File: src/rtl/uart_pkg.sv
// rtl/uart_pkg.sv - shared state encoding and parity-mode constants for the word UART transmitter
package uart_pkg;

  typedef enum logic [2:0] {
    ST_IDLE,
    ST_START,
    ST_DATA,
    ST_PARITY,
    ST_STOP
  } state_e;

  localparam int PAR_NONE = 0;
  localparam int PAR_ODD  = 1;
  localparam int PAR_EVEN = 2;

endpackage

File: src/rtl/uart_baud_tick.sv
// rtl/uart_baud_tick.sv - bit-period timer; tick marks the last cycle of each CLK_DIV-cycle bit
module uart_baud_tick #(
  parameter int CLK_DIV = 5208
) (
  input  logic clk,
  input  logic reset,
  input  logic restart,
  output logic tick
);

  localparam logic [15:0] LAST = 16'(CLK_DIV - 1);

  logic [15:0] cnt_q;
  logic [15:0] cnt_d;

  always_comb begin
    cnt_d = cnt_q + 16'd1;
    if (restart || cnt_q == LAST) begin
      cnt_d = '0;
    end
  end

  always_ff @(posedge clk) begin
    if (reset) begin
      cnt_q <= '0;
    end else begin
      cnt_q <= cnt_d;
    end
  end

  assign tick = (cnt_q == LAST);

endmodule

File: src/rtl/uart_word_tx.sv
// rtl/uart_word_tx.sv - serialises a BYTES-wide word as back-to-back UART characters, top lane first
module uart_word_tx
  import uart_pkg::*;
#(
  parameter int CLK_DIV   = 5208,
  parameter int DATA_BITS = 8,
  parameter int BYTES     = 3,
  parameter int PARITY    = 0,
  parameter int STOP_BITS = 1
) (
  input  logic               clk,
  input  logic               reset,
  input  logic               in_valid,
  output logic               in_ready,
  input  logic [8*BYTES-1:0] in_data,
  output logic               tx,
  output logic               busy,
  output logic               done
);

  if (CLK_DIV < 2 || CLK_DIV > 65535 || DATA_BITS < 5 || DATA_BITS > 8 ||
      BYTES < 1 || BYTES > 4 || STOP_BITS < 1 || STOP_BITS > 2 ||
      (PARITY != PAR_NONE && PARITY != PAR_ODD && PARITY != PAR_EVEN)) begin : g_bad_params
    $error("uart_word_tx: illegal parameter value");
  end

  localparam logic [2:0] LAST_DATA = 3'(DATA_BITS - 1);
  localparam logic [2:0] LAST_STOP = 3'(STOP_BITS - 1);
  localparam logic [1:0] TOP_LANE  = 2'(BYTES - 1);
  localparam logic [7:0] DATA_MASK = 8'hFF >> (8 - DATA_BITS);

  state_e      state_q, state_d;
  logic        tx_q, tx_d;
  logic        done_q, done_d;
  logic [2:0]  bit_q, bit_d;
  logic [1:0]  byte_q, byte_d;
  logic [31:0] word_q, word_d;
  logic        restart;
  logic        tick;
  logic [7:0]  cur_byte;
  logic        par_bit;

  uart_baud_tick #(
    .CLK_DIV(CLK_DIV)
  ) u_baud (
    .clk    (clk),
    .reset  (reset),
    .restart(restart),
    .tick   (tick)
  );

  assign in_ready = (state_q == ST_IDLE) && !reset;
  assign busy     = (state_q != ST_IDLE);
  assign tx       = tx_q;
  assign done     = done_q;

  // Word is zero-extended to 32 bits so every lane select stays in range.
  assign cur_byte = word_q[{byte_q, 3'b000} +: 8];
  assign par_bit  = (PARITY == PAR_ODD) ? ~(^(cur_byte & DATA_MASK)) : ^(cur_byte & DATA_MASK);

  // tx_d is the line level for the state being entered, so tx stays registered.
  always_comb begin
    state_d = state_q;
    tx_d    = tx_q;
    done_d  = 1'b0;
    bit_d   = bit_q;
    byte_d  = byte_q;
    word_d  = word_q;
    restart = 1'b0;
    case (state_q)
      ST_IDLE: begin
        tx_d = 1'b1;
        if (in_valid && in_ready) begin
          word_d  = 32'(in_data);
          byte_d  = TOP_LANE;
          bit_d   = '0;
          restart = 1'b1;
          tx_d    = 1'b0;
          state_d = ST_START;
        end
      end
      ST_START: begin
        if (tick) begin
          bit_d   = '0;
          tx_d    = cur_byte[0];
          state_d = ST_DATA;
        end
      end
      ST_DATA: begin
        if (tick) begin
          if (bit_q != LAST_DATA) begin
            bit_d = bit_q + 3'd1;
            tx_d  = cur_byte[bit_q + 3'd1];
          end else if (PARITY != PAR_NONE) begin
            tx_d    = par_bit;
            state_d = ST_PARITY;
          end else begin
            bit_d   = '0;
            tx_d    = 1'b1;
            state_d = ST_STOP;
          end
        end
      end
      ST_PARITY: begin
        if (tick) begin
          bit_d   = '0;
          tx_d    = 1'b1;
          state_d = ST_STOP;
        end
      end
      ST_STOP: begin
        if (tick) begin
          if (bit_q != LAST_STOP) begin
            bit_d = bit_q + 3'd1;
          end else if (byte_q != 2'd0) begin
            byte_d  = byte_q - 2'd1;
            tx_d    = 1'b0;
            state_d = ST_START;
          end else begin
            done_d  = 1'b1;
            tx_d    = 1'b1;
            state_d = ST_IDLE;
          end
        end
      end
      default: begin
        tx_d    = 1'b1;
        state_d = ST_IDLE;
      end
    endcase
  end

  always_ff @(posedge clk) begin
    if (reset) begin
      state_q <= ST_IDLE;
      tx_q    <= 1'b1;
      done_q  <= 1'b0;
      bit_q   <= '0;
      byte_q  <= '0;
      word_q  <= '0;
    end else begin
      state_q <= state_d;
      tx_q    <= tx_d;
      done_q  <= done_d;
      bit_q   <= bit_d;
      byte_q  <= byte_d;
      word_q  <= word_d;
    end
  end

endmodule

File: config.mk
export PLATFORM = sky130hd
export DESIGN_NAME = uart_word_tx
export DESIGN_NICKNAME = d
export VERILOG_FILES = /design/src/rtl/uart_pkg.sv /design/src/rtl/uart_baud_tick.sv /design/src/rtl/uart_word_tx.sv
export SDC_FILE = /design/constraint.sdc
export NUM_CORES = 1
export LEC_CHECK = 0
export CELL_PAD_IN_SITES_DETAIL_PLACEMENT = 0
export CELL_PAD_IN_SITES_GLOBAL_PLACEMENT = 2
export CORE_AREA = 2 2 89 91
export CTS_CLUSTER_SIZE = 25
export DETAILED_ROUTE_END_ITERATION = 10
export DIE_AREA = 0 0 91 93
export PLACE_DENSITY = 0.9
export SYNTH_ARGS = -nofsm -noshare
export SYNTH_HDL_FRONTEND = slang
export SYNTH_SLANG_ARGS = --single-unit
File: constraint.sdc
create_clock -name clk -period 3 [get_ports clk]
set_clock_uncertainty 0.1 [all_clocks]
set_input_delay 0.9 -clock clk [delete_from_list [all_inputs] [get_ports clk]]
set_output_delay 0.9 -clock clk [all_outputs]
set_load 0.05 [all_outputs]
Yosys cells after proc, flatten, opt, wreduce, memory -nomap -nowiden
Cells that the tools add are included.
- register bits after elaboration: 50
- latch bits: 0
- bits in writable memories: 0
- bits in read-only memories: 0
- bits of input ports: 27
- output and inout port bits: 4
- logic and storage cells: 82
- memories: 0
- add/sub/neg operators: 3
- multiply operators: 0
- div/mod/pow operators: 0
- order comparisons: 1
- equality and inequality tests: 16
- shifts and indexed selects: 1
- muxes and demuxes: 34
- bitwise logic cells: 2
- reductions and logical operators: 18
- operators by type and width (cell ; number):
    3-bit two-way mux ; 13
    32-bit by 6-bit variable part select with 8-bit output ; 1
    16-bit by 1-bit adder with 16-bit output (second input constant) ; 1
    16-bit by 13-bit == test with 1-bit output (second input constant) ; 1
    2-bit != test (second input constant) ; 8
    3-bit one-hot mux with 5 select lines ; 1
    1-bit two-way mux ; 12
    3-bit one-hot mux with 4 select lines ; 1
    5-bit AND reduction ; 2
    2-bit two-way mux ; 4
    7-bit AND reduction ; 1
    3-bit by 2-bit == test with 1-bit output (second input constant) ; 2
    6-bit AND reduction ; 1
    3-bit nonzero test ; 2
    1-bit one-hot mux with 5 select lines ; 1
    3-bit by 4-bit less-than comparator with 1-bit output (second input constant) ; 1
    2-bit by 1-bit != test with 1-bit output (second input constant) ; 2
    2-bit one-hot mux with 2 select lines ; 1
    2-bit nonzero test ; 2
    4-bit nonzero test ; 1
    2-bit OR reduction ; 2
    4-bit OR reduction ; 1
    3-bit by 1-bit adder with 3-bit output (second input constant) ; 1
    1-bit binary-select mux with 3-bit select ; 1
    other kinds (10) ; 12

Longest topological paths before layout
Gate-level depths: netlist of the first run.
- word-level depth: 7
- depth in mapped cells: 8
- depth with buffers taken out: 7

Hierarchy
Synthesis of the first run repeated with hierarchy kept, for this count alone.
- cell total of the unflattened synthesis: 287
- area, all modules: 2514.9 um2
- by module, submodules not included (module ; times used ; cells each ; area each (um2) ; sequential area each (um2)):
    uart_word_tx ; 1 ; 205 ; 1762.9 ; 680.7
    uart_baud_tick ; 1 ; 82 ; 752.0 ; 320.3

Worst setup path before layout of the first run
Ideal clock, no wire load.
- path type: input port to output port
- start: input port reset
- end: output port in_ready
- arrival: 1.934 ns
- data required time: 2.000 ns
- path slack: 0.066 ns
- stages: 3
- cells stage by stage: clkbuf_1 > clkbuf_1 > nor2_1
- word-level cells in the longest chain between the ends: 2
- ends and longest elaborated chain (item ; line ; RTL):
    start, declared ; uart_word_tx.sv:12 ; input logic reset,
    1-bit zero test ; uart_word_tx.sv:52 ; assign in_ready = (state_q == ST_IDLE) && !reset;
    1-bit logical AND ; uart_word_tx.sv:52 ;
    end, declared ; uart_word_tx.sv:14 ; output logic in_ready,
No other way between the ends.

Final worst setup path of the first run
Ends and elaborated chain as after synthesis.

==> results.json, run 1 <==
{
  "crit_required_ns": 2.00,
  "postCtsSetupBuffers": 0,
  "io_buffers": 30,
  "synth-edff-count": 0,
  "status": "complete, no violations",
  "hold_class": "reg2reg",
  "io_pins": 31,
  "num_vias": 2034,
  "yosysSeqAreaShare_pct": 40.1,
  "grt_pass1_vias": 2047,
  "critPathCaptureType": "output pin",
  "rsz0062_at_grt": "false",
  "clk_pin_slew_ns": 0.09,
  "period_needed_ns": 2.74,
  "grt_max_degree": 38,
  "ir_drop_v": 0.000198,
  "fp.dieW_um": 91,
  "wl_mm": 5.42,
  "finalHoldViolCount": 0,
  "crit_arrival_ns": 1.74,
  "finalSetupTns_ns": 0,
  "fin_area_sq_um": 3000,
  "netlist_instances": 297,
  "cts_tree": "yes",
  "avgViaCountPerCell": 4.79,
  "drt-initial-drc-count": 73,
  "async_flop_share_pct": 0,
  "startpoint_type": "input pin",
  "dieHeight_um": 93,
  "gp_congestion": 0.764,
  "gr-total-overflow": 0,
  "core_area_sq_um": 7530,
  "slew_viol_final": 0,
  "dieArea_sq_um": 8460,
  "crit_type": "in2out",
  "fin_util_pct": 39.8,
  "cts_made_buffers": 5,
  "max_freq_ghz": 0.365,
  "yosysWarnings": 0,
  "clk_path_buf_depth": 2,
  "drv_cap": 0,
  "mappedNetlistArea_sq_um": 2490,
  "place_area_sq_um": 2890,
  "post-dp-hpwl_mm": 3.81,
  "slew_headroom_pct": 61.1,
  "avgSynthCellArea_sq_um": 8.40,
  "leakagePower_nw": 1.13,
  "worstMarginPinSlew_ns": 0.569,
  "clock_sinks": 50,
  "wl_per_cell_um": 12.8,
  "ctsRootBufferMaster": "clkbuf_8",
  "layout.nets": 355,
  "fillers": 812,
  "synth_nets": 329,
  "cts_hold_buffers": 0,
  "ys_seq_elements": 50,
  "cts_max_level": 2,
  "cts_resized": 0,
  "grt_pass1_wl_mm": 9.31,
  "gr-usage-all-layers_pct": 13.4,
  "rows": 32,
  "drive_above_1_share_pct": 7.74,
  "finalSetupViolCount": 0,
  "drc": 0,
  "ys.flop_type": "dfxtp_1",
  "fin_hold_ws_ns": 0.343,
  "ant_nets": 0,
  "synth_cell_types": 45,
  "powerDensity_nw_per_um2": 451,
  "initial_core_util_pct": 33.1,
  "insertion_delay_ns": 0.30,
  "diodes": 0,
  "antenna_found_initial": 0,
  "area_growth_pct": 20.3,
  "cp_max_fo": 3,
  "fin_crit_sh_pct": 91.3,
  "dr.pass1.iters": 4
}
==> layout by cell type (no fill, tap or decap), types with 3 or more instances in the layout <==
| cell type | Yosys | final |
|---|---|---|
| clkdlybuf4s50_1 | 0 | 28 |
| nand2b_1 | 6 | 6 |
| nand3b_1 | 24 | 24 |
| clkbuf_8 | 0 | 6 |
| and4bb_2 | 3 | 3 |
| ha_1 | 5 | 5 |
| nand2_1 | 56 | 56 |
| inv_1 | 10 | 10 |
| a21oi_1 | 6 | 6 |
| nand4_1 | 3 | 3 |
| and3_1 | 4 | 4 |
| nand3_1 | 11 | 11 |
| buf_4 | 0 | 6 |
| mux2i_1 | 9 | 9 |
| and2_1 | 3 | 3 |
| nor2_1 | 29 | 29 |
| a211oi_1 | 5 | 5 |
| nor3_1 | 10 | 10 |
| o21ai_0 | 3 | 3 |
| xnor2_1 | 9 | 9 |
| nor4_1 | 4 | 4 |
| xor2_1 | 5 | 5 |
| dfxtp_1 | 50 | 50 |
==> worst paths after layout <==
check	start	endpoint	slack, ns	cells after the start
worst max register to register	bit_q[0]	tx	0.65	6
worst max-delay path	reset	in_ready	0.26	3
worst min register to register	u_baud.cnt_q[0]	u_baud.cnt_q[0]	0.34	1
worst min-delay path	u_baud.cnt_q[0]	u_baud.cnt_q[0]	0.34	1
==> cell type report <==
| cell class | instances | area (sq um) | area share [%] |
|---|---|---|---|
| sequential | 50 | 1000 | 33.4 |
| tap | 102 | 128 | 4.26 |
| multi-input combinational | 221 | 1380 | 45.8 |
| clock buffer | 6 | 82.6 | 2.75 |
| timing repair buffer | 35 | 345 | 11.5 |
| inverter | 10 | 37.5 | 1.25 |
| clock inverter | 1 | 30.0 | 1.00 |
==> stage by stage <==
| stage | cells | setup WS [ns] | power (W) |
|---|---|---|---|
| floorplan | 297 | 0.0659 | 0.000820 |
| global placement | 418 | 0.289 | 0.000884 |
| detailed placement | 418 | 0.257 | 0.000885 |
| CTS | 425 | 0.247 | 0.00137 |
| global route | 425 | 0.190 | 0.00142 |
| finish | 425 | 0.262 | 0.00135 |
==> synth_stat cells (all sizes together) (4+ instances only) <==
| cell type | instances | area share, % |
|---|---|---|
| inv | 10 | 1.5 |
| ha | 5 | 2.5 |
| nor3 | 10 | 2.0 |
| nand2 | 56 | 8.4 |
| nand3b | 24 | 7.2 |
| a211oi | 5 | 1.5 |
| and3 | 4 | 1.0 |
| nor2 | 30 | 4.6 |
| a21oi | 6 | 1.2 |
| xor2 | 5 | 1.8 |
| mux2i | 9 | 3.6 |
| nor4 | 4 | 1.0 |
| clkbuf | 8 | 1.2 |
| xnor2 | 9 | 3.2 |
| dfxtp | 50 | 40 |
| buf | 8 | 2.0 |
| nand2b | 6 | 1.5 |
| nand3 | 11 | 2.2 |
==> layer usage <==
| layer | GRT usage, % | part of all wire (%) |
|---|---|---|
| met2 | 21.9 | 44 |
| met3 | 3.06 | 3.9 |
| met4 | 4.80 | 1.4 |
| met5 | 0 | 0 |
| met1 | 17.4 | 51 |
==> registers in the layout, summed over array words and instances, names as in the netlist <==
| signal | flops |
|---|---|
| byte_q | 2 |
| tx | 1 |
| state_q | 3 |
| word_q | 24 |
| bit_q | 3 |
| done | 1 |
| u_baud.cnt_q | 16 |
==> critical path: stages <==
cell	delay [ns]
clkdlybuf4s50_1	0.45
nor2_1	0.22
buf_12	0.17
==> power by group <==
part	internal, W	switching (W)	total (W)
logic	0.0000791	0.0000754	0.000154
registers	0.000695	0.0000191	0.000714
clock network	0.000267	0.000218	0.000486
==> cell families after synthesis <==
logic type               after synthesis  synth area share, %
AND/OR/NAND/NOR                      163                 33.7
flip-flops                            50                 40.1
AO/OA/AOI/OAI                         26                 7.73
buffers and inverters                 26                 4.72
XOR/XNOR                              14                 4.92
multiplexers                          13                 6.32
adder cells (fa/ha/maj)                5                 2.51
(Power assumes the default switching activity.)
==> run 2, diff against run 1 <==
Settings changed: CORE_AREA 2 2 89 91 to 2 2 94 87, CTS_CLUSTER_SIZE 25 to unset, DIE_AREA 0 0 91 93 to 0 0 96 89.
==> results.json, run 2 (same netlist as run 1, synthesis figures left out) <==
{
  "status": "complete, no violations",
  "hold_class": "reg2reg",
  "layout.nets": 358,
  "max_freq_ghz": 0.360,
  "gp_congestion": 0.818,
  "slew_headroom_pct": 66.0,
  "cts_made_buffers": 5,
  "antenna_found_initial": 0,
  "ant_nets": 0,
  "powerDensity_nw_per_um2": 431,
  "cts_tree": "yes",
  "clk_path_buf_depth": 2,
  "critPathCaptureType": "output pin",
  "io_buffers": 30,
  "fp.dieW_um": 96,
  "avgViaCountPerCell": 4.85,
  "ctsRootBufferMaster": "clkbuf_8",
  "io_pins": 31,
  "layout_common_cells": "nand2_1, dfxtp_1, nor2_1",
  "crit_required_ns": 2.00,
  "reg2regPathDepth": 5,
  "insertion_delay_ns": 0.30,
  "p_int_w": 0.000962,
  "clkPwrFrac_pct": 32.5,
  "dieHeight_um": 89,
  "core_area_sq_um": 7470,
  "cts_max_level": 2,
  "drt-initial-drc-count": 103,
  "grt_pass1_wl_mm": 9.30,
  "post-dp-hpwl_mm": 3.82,
  "finalSetupTns_ns": 0,
  "crit_arrival_ns": 1.78,
  "wl_per_cell_um": 12.8,
  "dr.pass1.iters": 4,
  "crit_type": "in2out",
  "gr-total-overflow": 0,
  "area_growth_pct": 20.2,
  "grt_max_degree": 38,
  "cts_hold_buffers": 0,
  "period_needed_ns": 2.78,
  "postCtsSetupBuffers": 0,
  "p_total_w": 0.00129,
  "min_path_cells": 1,
  "leakagePower_nw": 1.13,
  "startpoint_type": "input pin",
  "worstMarginPinSlew_ns": 0.508,
  "ir_drop_v": 0.000150,
  "top_regs": "word_q (24), u_baud.cnt_q (16)",
  "finalSetupViolCount": 0,
  "switching_power_w": 0.000330,
  "drc": 0,
  "grt_pass1_vias": 1859,
  "wl_mm": 5.42,
  "initial_core_util_pct": 33.4,
  "final_common_cell": "nand2_1",
  "swShare_pct": 25.5,
  "finalHoldViolCount": 0,
  "gr-usage-all-layers_pct": 13.9,
  "drive_above_1_share_pct": 8.87,
  "cts_resized": 0,
  "num_vias": 2053,
  "regMostFlops": "word_q",
  "cp_max_fo": 3,
  "diodes": 0,
  "slew_viol_final": 0,
  "combPwrFrac_pct": 12.1,
  "rows": 30,
  "fin_crit_sh_pct": 92.5,
  "largest_register_ffs": 24,
  "seqPwrFrac_pct": 55.4,
  "rsz0062_at_grt": "false",
  "clock_sinks": 50,
  "clk_pin_slew_ns": 0.09,
  "dieArea_sq_um": 8540,
  "drv_cap": 0
}
run 2: final timing paths:
| kind | startpoint | to | slack (ns) |
|---|---|---|---|
| setup reg to reg | bit_q[0] | tx | 0.84 |
| setup / recovery | reset | in_ready | 0.22 |
| hold reg to reg | u_baud.cnt_q[0] | u_baud.cnt_q[0] | 0.34 |
| hold / removal | u_baud.cnt_q[0] | u_baud.cnt_q[0] | 0.34 |
run 2: power by group through the flow:
stage | Combinational (W) | Sequential [W] | Clock, W
after CTS | 0.000159 | 0.000715 | 0.000429
after floorplan | 0.0000927 | 0.000727 | 0
after global placement | 0.000157 | 0.000730 | 0
after global routing | 0.000175 | 0.000721 | 0.000464
after detailed placement | 0.000158 | 0.000731 | 0
final | 0.000157 | 0.000716 | 0.000420
run 2: stage by stage:
step | setup WS (ns) | instances | hold WS, ns | cell area (sq um) | utilization, %
6_report | 0.224 | 423 | 0.344 | 3000 | 40.1
5_1_grt | 0.203 | 423 | 0.379 | 3000 | 40.1
4_1_cts | 0.212 | 423 | 0.351 | 3000 | 40.1
3_5_place_dp | 0.214 | 415 | 0.337 | 2900 | 38.8
3_3_place_gp | 0.215 | 415 | 0.323 | 2900 | 38.8
2_1_floorplan | 0.0659 | 297 | 0.313 | 2490 | -
run 2: layout make-up:
class | instances | area [sq um]
multi-input cells | 221 | 1380
well taps | 96 | 120
clock inverters | 2 | 12.5
flip-flops and latches | 50 | 1000
inverters | 10 | 37.5
fillers | 795 | 4470
clock buffers | 6 | 82.6
repair buffers | 38 | 368
run 2: worst max-delay path, stage by stage:
cell and delay [ns]:
clkdlybuf4s50_1 0.45, nor2_1 0.25, buf_12 0.18
run 2: routing by layer:
metal / vias up / GRT usage, % / wire, um
li1: 1075 / - / -
met1: 948 / 21.6 / 3010
met2: 26 / 19.1 / 2160
met3: 4 / 3.63 / 198
met4: 0 / 2.73 / 45
met5: - / 0 / 0
